[src/rtl/s64x7_pkg.sv]
// Shared types and constants for the S64X7 64-bit to 16-bit SRAM bridge.
package s64x7_pkg;

  typedef enum logic [1:0] {
    ST_IDLE   = 2'd0,
    ST_SETUP  = 2'd1,
    ST_ACCESS = 2'd2,
    ST_ACK    = 2'd3
  } state_t;

  localparam int LANES  = 4;
  localparam int LANE_W = 16;

  // Expands byte selects into a 64-bit data mask.
  function automatic logic [63:0] byte_mask(input logic [7:0] sel);
    logic [63:0] m;
    m = '0;
    for (int b = 0; b < 8; b++) m[8*b +: 8] = {8{sel[b]}};
    return m;
  endfunction

endpackage

[src/rtl/s64x7_bus_bridge16_if.sv]
// 64-bit Wishbone-style slave bus plus the 16-bit asynchronous SRAM side.
// Handshake: a request is cyc_i&stb_i seen in IDLE; ack_o pulses exactly one
// cycle and dat_o is meaningful only while ack_o=1. Master holds no obligations
// after the accepting edge.
interface s64x7_bus_bridge16_if #(
  parameter int ADDR_W = 24
);
  logic [60:0]       adr_i;
  logic              cyc_i;
  logic              stb_i;
  logic              we_i;
  logic [7:0]        sel_i;
  logic [63:0]       dat_i;
  logic              ack_o;
  logic [63:0]       dat_o;
  logic [ADDR_W-2:0] mem_adr_o;
  logic [15:0]       mem_dat_o;
  logic [15:0]       mem_dat_i;
  logic              mem_cs_o;
  logic              mem_oe_o;
  logic              mem_we_o;
  logic [1:0]        mem_be_o;
  logic              mem_drive_o;

  modport slave (
    input  adr_i, cyc_i, stb_i, we_i, sel_i, dat_i, mem_dat_i,
    output ack_o, dat_o, mem_adr_o, mem_dat_o, mem_cs_o, mem_oe_o,
           mem_we_o, mem_be_o, mem_drive_o
  );

  modport master (
    output adr_i, cyc_i, stb_i, we_i, sel_i, dat_i, mem_dat_i,
    input  ack_o, dat_o, mem_adr_o, mem_dat_o, mem_cs_o, mem_oe_o,
           mem_we_o, mem_be_o, mem_drive_o
  );
endinterface

[src/rtl/s64x7_lane_picker.sv]
// Finds the lowest selected halfword lane above (or at, when i_incl) i_lane.
module s64x7_lane_picker
  import s64x7_pkg::*;
(
  input  logic [7:0] i_sel,
  input  logic [1:0] i_lane,
  input  logic       i_incl,
  output logic [1:0] o_lane,
  output logic       o_none
);

  always_comb begin
    o_lane = 2'd0;
    o_none = 1'b1;
    // Descending scan so the last hit is the lowest qualifying lane.
    for (int k = LANES - 1; k >= 0; k--) begin
      if ((i_sel[2*k +: 2] != 2'b00) &&
          ((k > int'(i_lane)) || (i_incl && (k == int'(i_lane))))) begin
        o_lane = 2'(k);
        o_none = 1'b0;
      end
    end
  end

endmodule

[src/rtl/s64x7_bus_bridge16.sv]
// Splits each 64-bit byte-selected bus access into sequential 16-bit SRAM
// accesses (SETUP + WAIT_STATES+1 ACCESS cycles per lane), then one ACK cycle.
module s64x7_bus_bridge16
  import s64x7_pkg::*;
#(
  parameter int ADDR_W      = 24,
  parameter int WAIT_STATES = 1
) (
  input  logic                    clk_i,
  input  logic                    reset_i,
  s64x7_bus_bridge16_if.slave     bus,
  output state_t                  dbg_state_o
);

  localparam int AW = ADDR_W - 3;

  state_t            r_state;
  logic [AW-1:0]     r_adr;
  logic              r_we;
  logic [7:0]        r_sel;
  logic [63:0]       r_dat;
  logic [1:0]        r_lane;
  logic [3:0]        r_wait;
  logic [63:0]       r_rbuf;
  logic              r_ack;
  logic [63:0]       r_dat_o;
  logic [ADDR_W-2:0] r_mem_adr;
  logic [15:0]       r_mem_dat;
  logic              r_cs;
  logic              r_oe;
  logic              r_mem_we;
  logic [1:0]        r_be;
  logic              r_drive;

  logic              w_req;
  logic [7:0]        w_src_sel;
  logic [63:0]       w_src_dat;
  logic [AW-1:0]     w_src_adr;
  logic              w_src_we;
  logic [1:0]        w_pick_lane;
  logic              w_pick_incl;
  logic [1:0]        w_next_lane;
  logic              w_none;
  logic [1:0]        w_lane_be;
  logic [15:0]       w_lane_dat;
  logic [63:0]       w_rbuf_next;
  logic              w_unused_adr;

  assign w_req        = bus.cyc_i & bus.stb_i;
  assign w_unused_adr = &{1'b0, bus.adr_i[60:AW]};

  // In IDLE the lane search runs on the live request so the first lane is
  // known at the accepting edge; afterwards it runs on the latched copy.
  always_comb begin
    w_src_sel   = bus.sel_i;
    w_src_dat   = bus.dat_i;
    w_src_adr   = bus.adr_i[AW-1:0];
    w_src_we    = bus.we_i;
    w_pick_lane = 2'd0;
    w_pick_incl = 1'b1;
    if (r_state != ST_IDLE) begin
      w_src_sel   = r_sel;
      w_src_dat   = r_dat;
      w_src_adr   = r_adr;
      w_src_we    = r_we;
      w_pick_lane = r_lane;
      w_pick_incl = 1'b0;
    end
    w_rbuf_next = r_rbuf;
    if (!r_we) w_rbuf_next[LANE_W*int'(r_lane) +: LANE_W] = bus.mem_dat_i;
  end

  s64x7_lane_picker u_picker (
    .i_sel  (w_src_sel),
    .i_lane (w_pick_lane),
    .i_incl (w_pick_incl),
    .o_lane (w_next_lane),
    .o_none (w_none)
  );

  assign w_lane_be  = w_src_sel[2*int'(w_next_lane) +: 2];
  assign w_lane_dat = w_src_dat[LANE_W*int'(w_next_lane) +: LANE_W];

  always_ff @(posedge clk_i or posedge reset_i) begin
    if (reset_i) begin
      r_state   <= ST_IDLE;
      r_adr     <= '0;
      r_we      <= 1'b0;
      r_sel     <= '0;
      r_dat     <= '0;
      r_lane    <= '0;
      r_wait    <= '0;
      r_rbuf    <= '0;
      r_ack     <= 1'b0;
      r_dat_o   <= '0;
      r_mem_adr <= '0;
      r_mem_dat <= '0;
      r_cs      <= 1'b0;
      r_oe      <= 1'b0;
      r_mem_we  <= 1'b0;
      r_be      <= '0;
      r_drive   <= 1'b0;
    end else begin
      case (r_state)
        ST_IDLE: begin
          if (w_req) begin
            r_adr <= bus.adr_i[AW-1:0];
            r_we  <= bus.we_i;
            r_sel <= bus.sel_i;
            r_dat <= bus.dat_i;
            if (w_none) begin
              r_state <= ST_ACK;
              r_ack   <= 1'b1;
              r_dat_o <= '0;
            end else begin
              r_state   <= ST_SETUP;
              r_lane    <= w_next_lane;
              r_mem_adr <= {w_src_adr, w_next_lane};
              r_be      <= w_lane_be;
              r_cs      <= 1'b1;
              r_drive   <= w_src_we;
              r_mem_dat <= w_src_we ? w_lane_dat : 16'h0;
            end
          end
        end
        ST_SETUP: begin
          r_state  <= ST_ACCESS;
          r_wait   <= 4'(WAIT_STATES);
          r_oe     <= ~r_we;
          r_mem_we <= r_we;
        end
        ST_ACCESS: begin
          if (r_wait != 4'd0) begin
            r_wait <= r_wait - 4'd1;
          end else begin
            r_rbuf   <= w_rbuf_next;
            r_oe     <= 1'b0;
            r_mem_we <= 1'b0;
            if (w_none) begin
              r_state   <= ST_ACK;
              r_ack     <= 1'b1;
              r_dat_o   <= r_we ? 64'h0 : (w_rbuf_next & byte_mask(r_sel));
              r_cs      <= 1'b0;
              r_drive   <= 1'b0;
              r_mem_adr <= '0;
              r_mem_dat <= '0;
              r_be      <= '0;
            end else begin
              r_state   <= ST_SETUP;
              r_lane    <= w_next_lane;
              r_mem_adr <= {w_src_adr, w_next_lane};
              r_be      <= w_lane_be;
              r_mem_dat <= r_we ? w_lane_dat : 16'h0;
            end
          end
        end
        ST_ACK: begin
          r_state <= ST_IDLE;
          r_ack   <= 1'b0;
          r_dat_o <= '0;
        end
        default: r_state <= ST_IDLE;
      endcase
    end
  end

  assign bus.ack_o       = r_ack;
  assign bus.dat_o       = r_dat_o;
  assign bus.mem_adr_o   = r_mem_adr;
  assign bus.mem_dat_o   = r_mem_dat;
  assign bus.mem_cs_o    = r_cs;
  assign bus.mem_oe_o    = r_oe;
  assign bus.mem_we_o    = r_mem_we;
  assign bus.mem_be_o    = r_be;
  assign bus.mem_drive_o = r_drive;
  assign dbg_state_o     = r_state;

endmodule

[src/flat_wrapper.sv]
// flat-port wrapper written by rule: the top's interface ports become plain ports
module s64x7_bus_bridge16_flat import s64x7_pkg::*;
#(
  parameter int ADDR_W      = 24,
  parameter int WAIT_STATES = 1
)
  (clk_i, reset_i, dbg_state_o, bus_adr_i, bus_cyc_i, bus_stb_i, bus_we_i, bus_sel_i, bus_dat_i, bus_mem_dat_i, bus_ack_o, bus_dat_o, bus_mem_adr_o, bus_mem_dat_o, bus_mem_cs_o, bus_mem_oe_o, bus_mem_we_o, bus_mem_be_o, bus_mem_drive_o);
  s64x7_bus_bridge16_if #(.ADDR_W(ADDR_W)) bus_i ();
  input  logic clk_i;
  input  logic reset_i;
  output state_t dbg_state_o;
  input wire logic [$bits(bus_i.adr_i)-1:0] bus_adr_i;
  input wire logic [$bits(bus_i.cyc_i)-1:0] bus_cyc_i;
  input wire logic [$bits(bus_i.stb_i)-1:0] bus_stb_i;
  input wire logic [$bits(bus_i.we_i)-1:0] bus_we_i;
  input wire logic [$bits(bus_i.sel_i)-1:0] bus_sel_i;
  input wire logic [$bits(bus_i.dat_i)-1:0] bus_dat_i;
  input wire logic [$bits(bus_i.mem_dat_i)-1:0] bus_mem_dat_i;
  output wire logic [$bits(bus_i.ack_o)-1:0] bus_ack_o;
  output wire logic [$bits(bus_i.dat_o)-1:0] bus_dat_o;
  output wire logic [$bits(bus_i.mem_adr_o)-1:0] bus_mem_adr_o;
  output wire logic [$bits(bus_i.mem_dat_o)-1:0] bus_mem_dat_o;
  output wire logic [$bits(bus_i.mem_cs_o)-1:0] bus_mem_cs_o;
  output wire logic [$bits(bus_i.mem_oe_o)-1:0] bus_mem_oe_o;
  output wire logic [$bits(bus_i.mem_we_o)-1:0] bus_mem_we_o;
  output wire logic [$bits(bus_i.mem_be_o)-1:0] bus_mem_be_o;
  output wire logic [$bits(bus_i.mem_drive_o)-1:0] bus_mem_drive_o;
  assign bus_i.adr_i = bus_adr_i;
  assign bus_i.cyc_i = bus_cyc_i;
  assign bus_i.stb_i = bus_stb_i;
  assign bus_i.we_i = bus_we_i;
  assign bus_i.sel_i = bus_sel_i;
  assign bus_i.dat_i = bus_dat_i;
  assign bus_i.mem_dat_i = bus_mem_dat_i;
  assign bus_ack_o = bus_i.ack_o;
  assign bus_dat_o = bus_i.dat_o;
  assign bus_mem_adr_o = bus_i.mem_adr_o;
  assign bus_mem_dat_o = bus_i.mem_dat_o;
  assign bus_mem_cs_o = bus_i.mem_cs_o;
  assign bus_mem_oe_o = bus_i.mem_oe_o;
  assign bus_mem_we_o = bus_i.mem_we_o;
  assign bus_mem_be_o = bus_i.mem_be_o;
  assign bus_mem_drive_o = bus_i.mem_drive_o;
  s64x7_bus_bridge16 #(.ADDR_W(ADDR_W), .WAIT_STATES(WAIT_STATES)) u_core (.clk_i(clk_i), .reset_i(reset_i), .bus(bus_i), .dbg_state_o(dbg_state_o));
endmodule
[config.mk]
export PLATFORM = sky130hd
export DESIGN_NAME = s64x7_bus_bridge16_flat
export DESIGN_NICKNAME = d
export VERILOG_FILES = /design/src/rtl/s64x7_pkg.sv /design/src/rtl/s64x7_bus_bridge16_if.sv /design/src/rtl/s64x7_lane_picker.sv /design/src/rtl/s64x7_bus_bridge16.sv /design/src/flat_wrapper.sv
export SDC_FILE = /design/constraint.sdc
export NUM_CORES = 1
export LEC_CHECK = 0
export ABC_AREA = 1
export BUFFER_PORTS_ARGS = -buffer_cell sky130_fd_sc_hd__buf_2
export CAP_MARGIN = 5
export CORE_MARGIN = 2
export CORE_UTILIZATION = 55
export DETAILED_ROUTE_END_ITERATION = 6
export GPL_TIMING_DRIVEN = 0
export PLACE_DENSITY = 0.8
export RECOVER_POWER = 100
export SLEW_MARGIN = 40
export SYNTH_ARGS = -nofsm -noshare
export SYNTH_HDL_FRONTEND = slang
export SYNTH_SLANG_ARGS = --single-unit
[constraint.sdc]
create_clock -name clk_i -period 30.1 [get_ports clk_i]
set_input_delay 6.02 -clock clk_i [delete_from_list [all_inputs] [get_ports clk_i]]
set_output_delay 6.02 -clock clk_i [all_outputs]
set_load 0.1 [all_outputs]
======== Yosys cells after proc, flatten, opt, wreduce, memory -nomap -nowiden ========
Index checks and enable logic that the tools add are counted.
storage, ports and cells
  register bits after elaboration ......... 276
  input port bits ......................... 154
  output and inout bits ................... 112
  logic and storage cells ................. 138
operators by class
  add/sub/neg operators ................... 2
  order comparisons ....................... 3
  eq/ne operators ......................... 12
  shift-type cells ........................ 4
  mux-type cells .......................... 64
  bitwise gates (word level) .............. 4
  reduce and logical (&&, ||, !) cells .... 32
operators with widths
  operator                  count
  $mux 64                   7
  $pmux 64 s3               1
  $mux 16                   6
  $mux 23                   4
  $and 64x64->64            1
  $bwmux 64                 1
  $shift 16x33->64 const A  1
  $shiftx 16x33->64         1
  $shiftx 64x7->16          1
  $pmux 23 s2               1
  $neg 6->33                1
  $pmux 16 s2               1
  $mux 2                    15
  $mux 21                   1
  $mux 1                    16
  $reduce_bool 2->1         7
  $reduce_and 2->1          5
  $reduce_and 5->1          2
  $logic_and 1x1->1         8
  $mux 8                    1
  $ne 2x2->1 const B        4
  $pmux 1 s2                4
  $pmux 2 s2                2
  $pmux 2 s4                1
  20 further kinds          29

======== Longest topological paths before layout ========
  depth after elaboration ................. 15
  mapped depth ............................ 17
  depth with buffers taken out ............ 15

======== Modules after synthesis ========
Synthesis repeated with hierarchy kept, for this count alone.
second synthesis, totals
  cell total of the unflattened synthesis .. 1786
  area, all modules ....................... 13565.5 µm²
by module, submodules not included
  module              times used  cells each  area an instance (µm²)  seq. area each (µm²)
  s64x7_bus_bridge16  1           1761        13450.4                 6906.6
  s64x7_lane_picker   1           25          115.1                   0.0

======== Worst setup path before layout ========
Ideal clock, no wire load.
  kind .................................... input to register
  start point ............................. in bus_sel_i[2]
  end point ............................... reg u_core.r_dat_o[21] (netlist: u_core.bus.dat_o[21])
  setup time .............................. 0.122 ns
  arrival time ............................ 7.164 ns
  required time ........................... 29.978 ns
  slack ................................... 22.813 ns
  stages on the path ...................... 12
  path buffers ............................ 2
  cells stage by stage .................... inv_1 -> nand2_1 -> nand2_1 -> nand2_1 -> nand2_1 -> nand2_2 -> nor2_4 -> nor2_4 -> buf_6 -> buf_4 -> o21ai_1 -> nand2_1
between the ends
  word-level cells in the longest chain between the ends .. 7
  elaborated cells between the ends (all ways) .. 8
  those cells by class .................... eq/ne: 2; mux: 3; reduce/logical: 3
ends and longest elaborated chain
  what                                 RTL line                   source
  from (decl)                          flat_wrapper.sv:16         input wire logic [$bits(bus_i.sel_i)-1:0] bus_sel_i;
  $mux 8 *                             s64x7_bus_bridge16.sv:61   if (r_state != ST_IDLE) begin
  $reduce_bool 2->1 *                  s64x7_lane_picker.sv:17    if ((i_sel[2*k +: 2] != 2'b00) &&
  $logic_and 1x1->1 *                  s64x7_lane_picker.sv:17
  $mux 1 * (2 in a row)                s64x7_lane_picker.sv:17
  $ne 2x2->1 (no source line)          --
  $reduce_and 5->1 (no source line) *  --
  to (signal assigned)                 s64x7_bus_bridge16.sv:142  r_dat_o <= r_we ? 64'h0 : (w_rbuf_next & byte_mask(r_sel));
  to (decl)                            s64x7_bus_bridge16.sv:26   logic [63:0] r_dat_o;
Every way passes the cells marked *; elsewhere a longest branch is shown, timed or not.
A chain may end at the register's enable or synchronous reset.

==> run_results.csv <==
group,metric,value,unit
outcome,status,"finished, violations left",
outcome,violations,"capacitance limit, slew limit",
placed_design,gp_congestion,0.9512,
detailed_routing,wl_met3,3.510,mm
sta,setup_violations,0,
clock_network,cts_setup_buffers,0,
layout,nets,2109,
grt,grt_first_pass_wirelength,64.14,mm
grt,grt-ovfl-total,0,
power,p_switching,0.0009668,W
worst_setup_path,crit_path_start_kind,"primary input",
sta,finClkSkew,0.01157,ns
placed_design,dp_cells,2241,
detailed_routing,ant_nets,0,
power,p_int,0.0009633,W
synthesis,synth_cells,1689,
detailed_routing,wl_met1,16.02,mm
sta,slew_viol_final,283,
die,fp.dieH,159.8,µm
detailed_routing,first_pass_iters,6,
clock_network,hold_buffers,0,
sta,tightest_slew,4.321,ns
die,start_util,0.5539,
grt,grt_max_degree,83,
clock_network,clk_path_buf_depth,3,
die,rows,57,
placed_design,portBuffers,225,
worst_setup_path,cp-end-kind,"async pin",
power,p_sw_frac,0.5009,
layout,area_delta_synth_final,17.44,%
clock_network,cts_tree,"done",
grt,grt_usage,0.3126,
clock_network,clk_pin_slew_worst_paths,0.06,ns
worst_setup_path,path_max_fanout,82,
synthesis,yosysWarningCount,0,
die,die-area,25540,µm²
detailed_routing,drc,0,
run,maxCapViolations,4,
sta,min_period,14.27,ns
clock_network,htreeDepth,1,
clock_network,ctsRootBufferMaster,"clkbuf_16",
clock_network,clkLatencyLatePin,0.54,ns
placed_design,dp_hpwl,28.83,mm
power,seq_power_share,0.308,
clock_network,cts_resized,0,
synthesis,synth_cell_type_count,32,
power,power_density,123.1,nW/µm²
clock_network,numClockSinks,276,
grt,grt_pass1_vias,12430,
detailed_routing,wl,39.85,mm
die,design.core.area,24110,µm²
sta,max_freq,70.10,MHz
worst_setup_path,worst_r2r_path_depth,12,
detailed_routing,routed_via_density,5.557,
grt,antenna_found_initial,2,
layout,final_common_cell,"nand2_1",
layout,layout_common_cells,"nand2_1, o21ai_0, dfrtp_1",
worst_setup_path,cp.required,29.74,ns
detailed_routing,wl_per_cell,17.37,µm
die,die_width,159.8,µm
detailed_routing,initialDrtViolationCount,1361,
sta,setup_tns,0,ns
worst_hold_path,whs_path_depth,2,
worst_hold_path,hold_class,"flip-flop to flip-flop",
sta,slew_headroom,-1.880,
synthesis,synth_area,13350,µm²
synthesis,syn_nets,1850,
layout,final_util,0.6505,
layout,drive_above_1_share,0.1016,
power,ir_worst_vdd,0.09599,mV
clock_network,cts_buffers,29,
sta,hold_viol,0,
die,num_io_pins,266,
worst_setup_path,cp_data_arrival_time,13.90,ns
detailed_routing,highest_layer,"met5",
detailed_routing,met2_wirelength,18.04,mm
layout,stdcell_count,2294,
worst_setup_path,path_class,"primary input to async pin",
synthesis,synth-seq-cells,276,
detailed_routing,num_vias,12750,
power,combinationalPowerShare,0.493,
synthesis,syn_avg_cell_area,7.906,µm²
synthesis,seq_area_frac_synth,0.5172,
power,clockPowerShare,0.199,
worst_setup_path,r2r_setup_slack,26.54,ns
power,leakage,8.125,nW
sta,period_share,0.4739,
sta,rsz0062_at_grt,"no",
sta,hold_ws,0.4791,ns
-- flip-flops by register name, indices dropped and copies added, names as in the netlist --
register / count
u_core.bus.dat_o: 64
u_core.r_dat: 64
u_core.r_rbuf: 64
u_core.bus.mem_adr_o: 23
u_core.r_adr: 21
u_core.bus.mem_dat_o: 16
u_core.r_sel: 8
u_core.r_wait: 4
u_core.bus.mem_be_o: 2
u_core.dbg_state_o: 2
u_core.r_lane: 2
u_core.bus.ack_o: 1
u_core.bus.mem_cs_o: 1
u_core.bus.mem_drive_o: 1
u_core.bus.mem_oe_o: 1
u_core.bus.mem_we_o: 1
u_core.r_we: 1
-- Yosys cell counts (all sizes together) --
master / instances / share of area
a21oi: 7 / 0.0026
a22oi: 1 / 0.00056
buf: 47 / 0.025
clkbuf: 51 / 0.015
clkinv: 3 / 0.00084
dfrtp: 276 / 0.52
ha: 7 / 0.0066
inv: 206 / 0.058
mux2: 2 / 0.0017
mux2i: 1 / 0.00075
nand2: 523 / 0.15
nand3: 131 / 0.050
nand4: 1 / 0.00047
nor2: 22 / 0.0097
nor3: 9 / 0.0037
o21ai: 337 / 0.13
o22ai: 62 / 0.029
o31ai: 1 / 0.00056
xor2: 2 / 0.0013
-- stage by stage --
| stage | total power, W | setup WS (ns) | cell area (µm²) |
|---|---|---|---|
| after detailed placement | 0.001567 | 22.31 | 15010 |
| final | 0.001930 | 15.83 | 15680 |
| after global placement | 0.001540 | 13.51 | 14880 |
| after floorplan | 0.001333 | 16.47 | 13350 |
| after CTS | 0.001957 | 22.44 | 16030 |
| after global routing | 0.002049 | 14.09 | 15680 |
-- area by class of cell --
class / instances / area, µm²
buffer: 98 / 459.2
timing repair buffer: 228 / 975.9
clock inverter: 12 / 190.2
multi-input combinational: 1106 / 5129
inverter: 209 / 785.8
antenna: 1 / 2.502
tap: 324 / 405.4
fill: 2195 / 8424
sequential: 276 / 6907
clock buffer: 40 / 827.0
-- critical path, cell delays in order --
cell and delay (ns):
buf_2 0.10, clkinvlp_2 1.46, clkbuf_1 3.03, clkbuf_1 3.22
-- path summary, 6_finish.rpt --
path,start,to
setup / recovery,reset_i,u_core.bus.dat_o[22]
hold reg to reg,u_core.r_adr[15],u_core.r_adr[15]
min in group asynchronous,reset_i,u_core.bus.dat_o[39]
hold / removal,u_core.r_adr[15],u_core.r_adr[15]
max in group clk_i,bus_sel_i[6],u_core.bus.dat_o[13]
setup reg to reg,u_core.dbg_state_o[0],u_core.bus.dat_o[13]
-- power groups by stage --
stage	clock network (W)	registers (W)	logic (W)
6_report	0.000384	0.000594	0.000952
5_1_grt	0.000402	0.000611	0.00104
4_1_cts	0.000386	0.000592	0.000979
3_5_place_dp	0	0.000595	0.000972
3_3_place_gp	0	0.000592	0.000948
2_1_floorplan	0	0.000869	0.000464
-- per-layer routing --
layer  up-vias  global-route usage
met5         -                   0
met4         2              0.1708
met3       137             0.05844
met2       664              0.4870
met1      5969              0.4174
li1       5975                   -
-- cells by family (layout without fill, tap and decap cells) --
logic type | after synthesis | after routing | share of synthesized area
muxes | 3 | 3 | 0.002436
other | 0 | 1 | 0
xor gates and xnor gates | 2 | 2 | 0.001312
and+or+nand+nor | 686 | 686 | 0.2153
DFF | 276 | 276 | 0.5172
AOI/OAI and AO/OA | 408 | 408 | 0.1591
adders and majority gates | 7 | 7 | 0.006559
buffers and inverters | 307 | 587 | 0.09801
(Power assumes the default switching activity.)
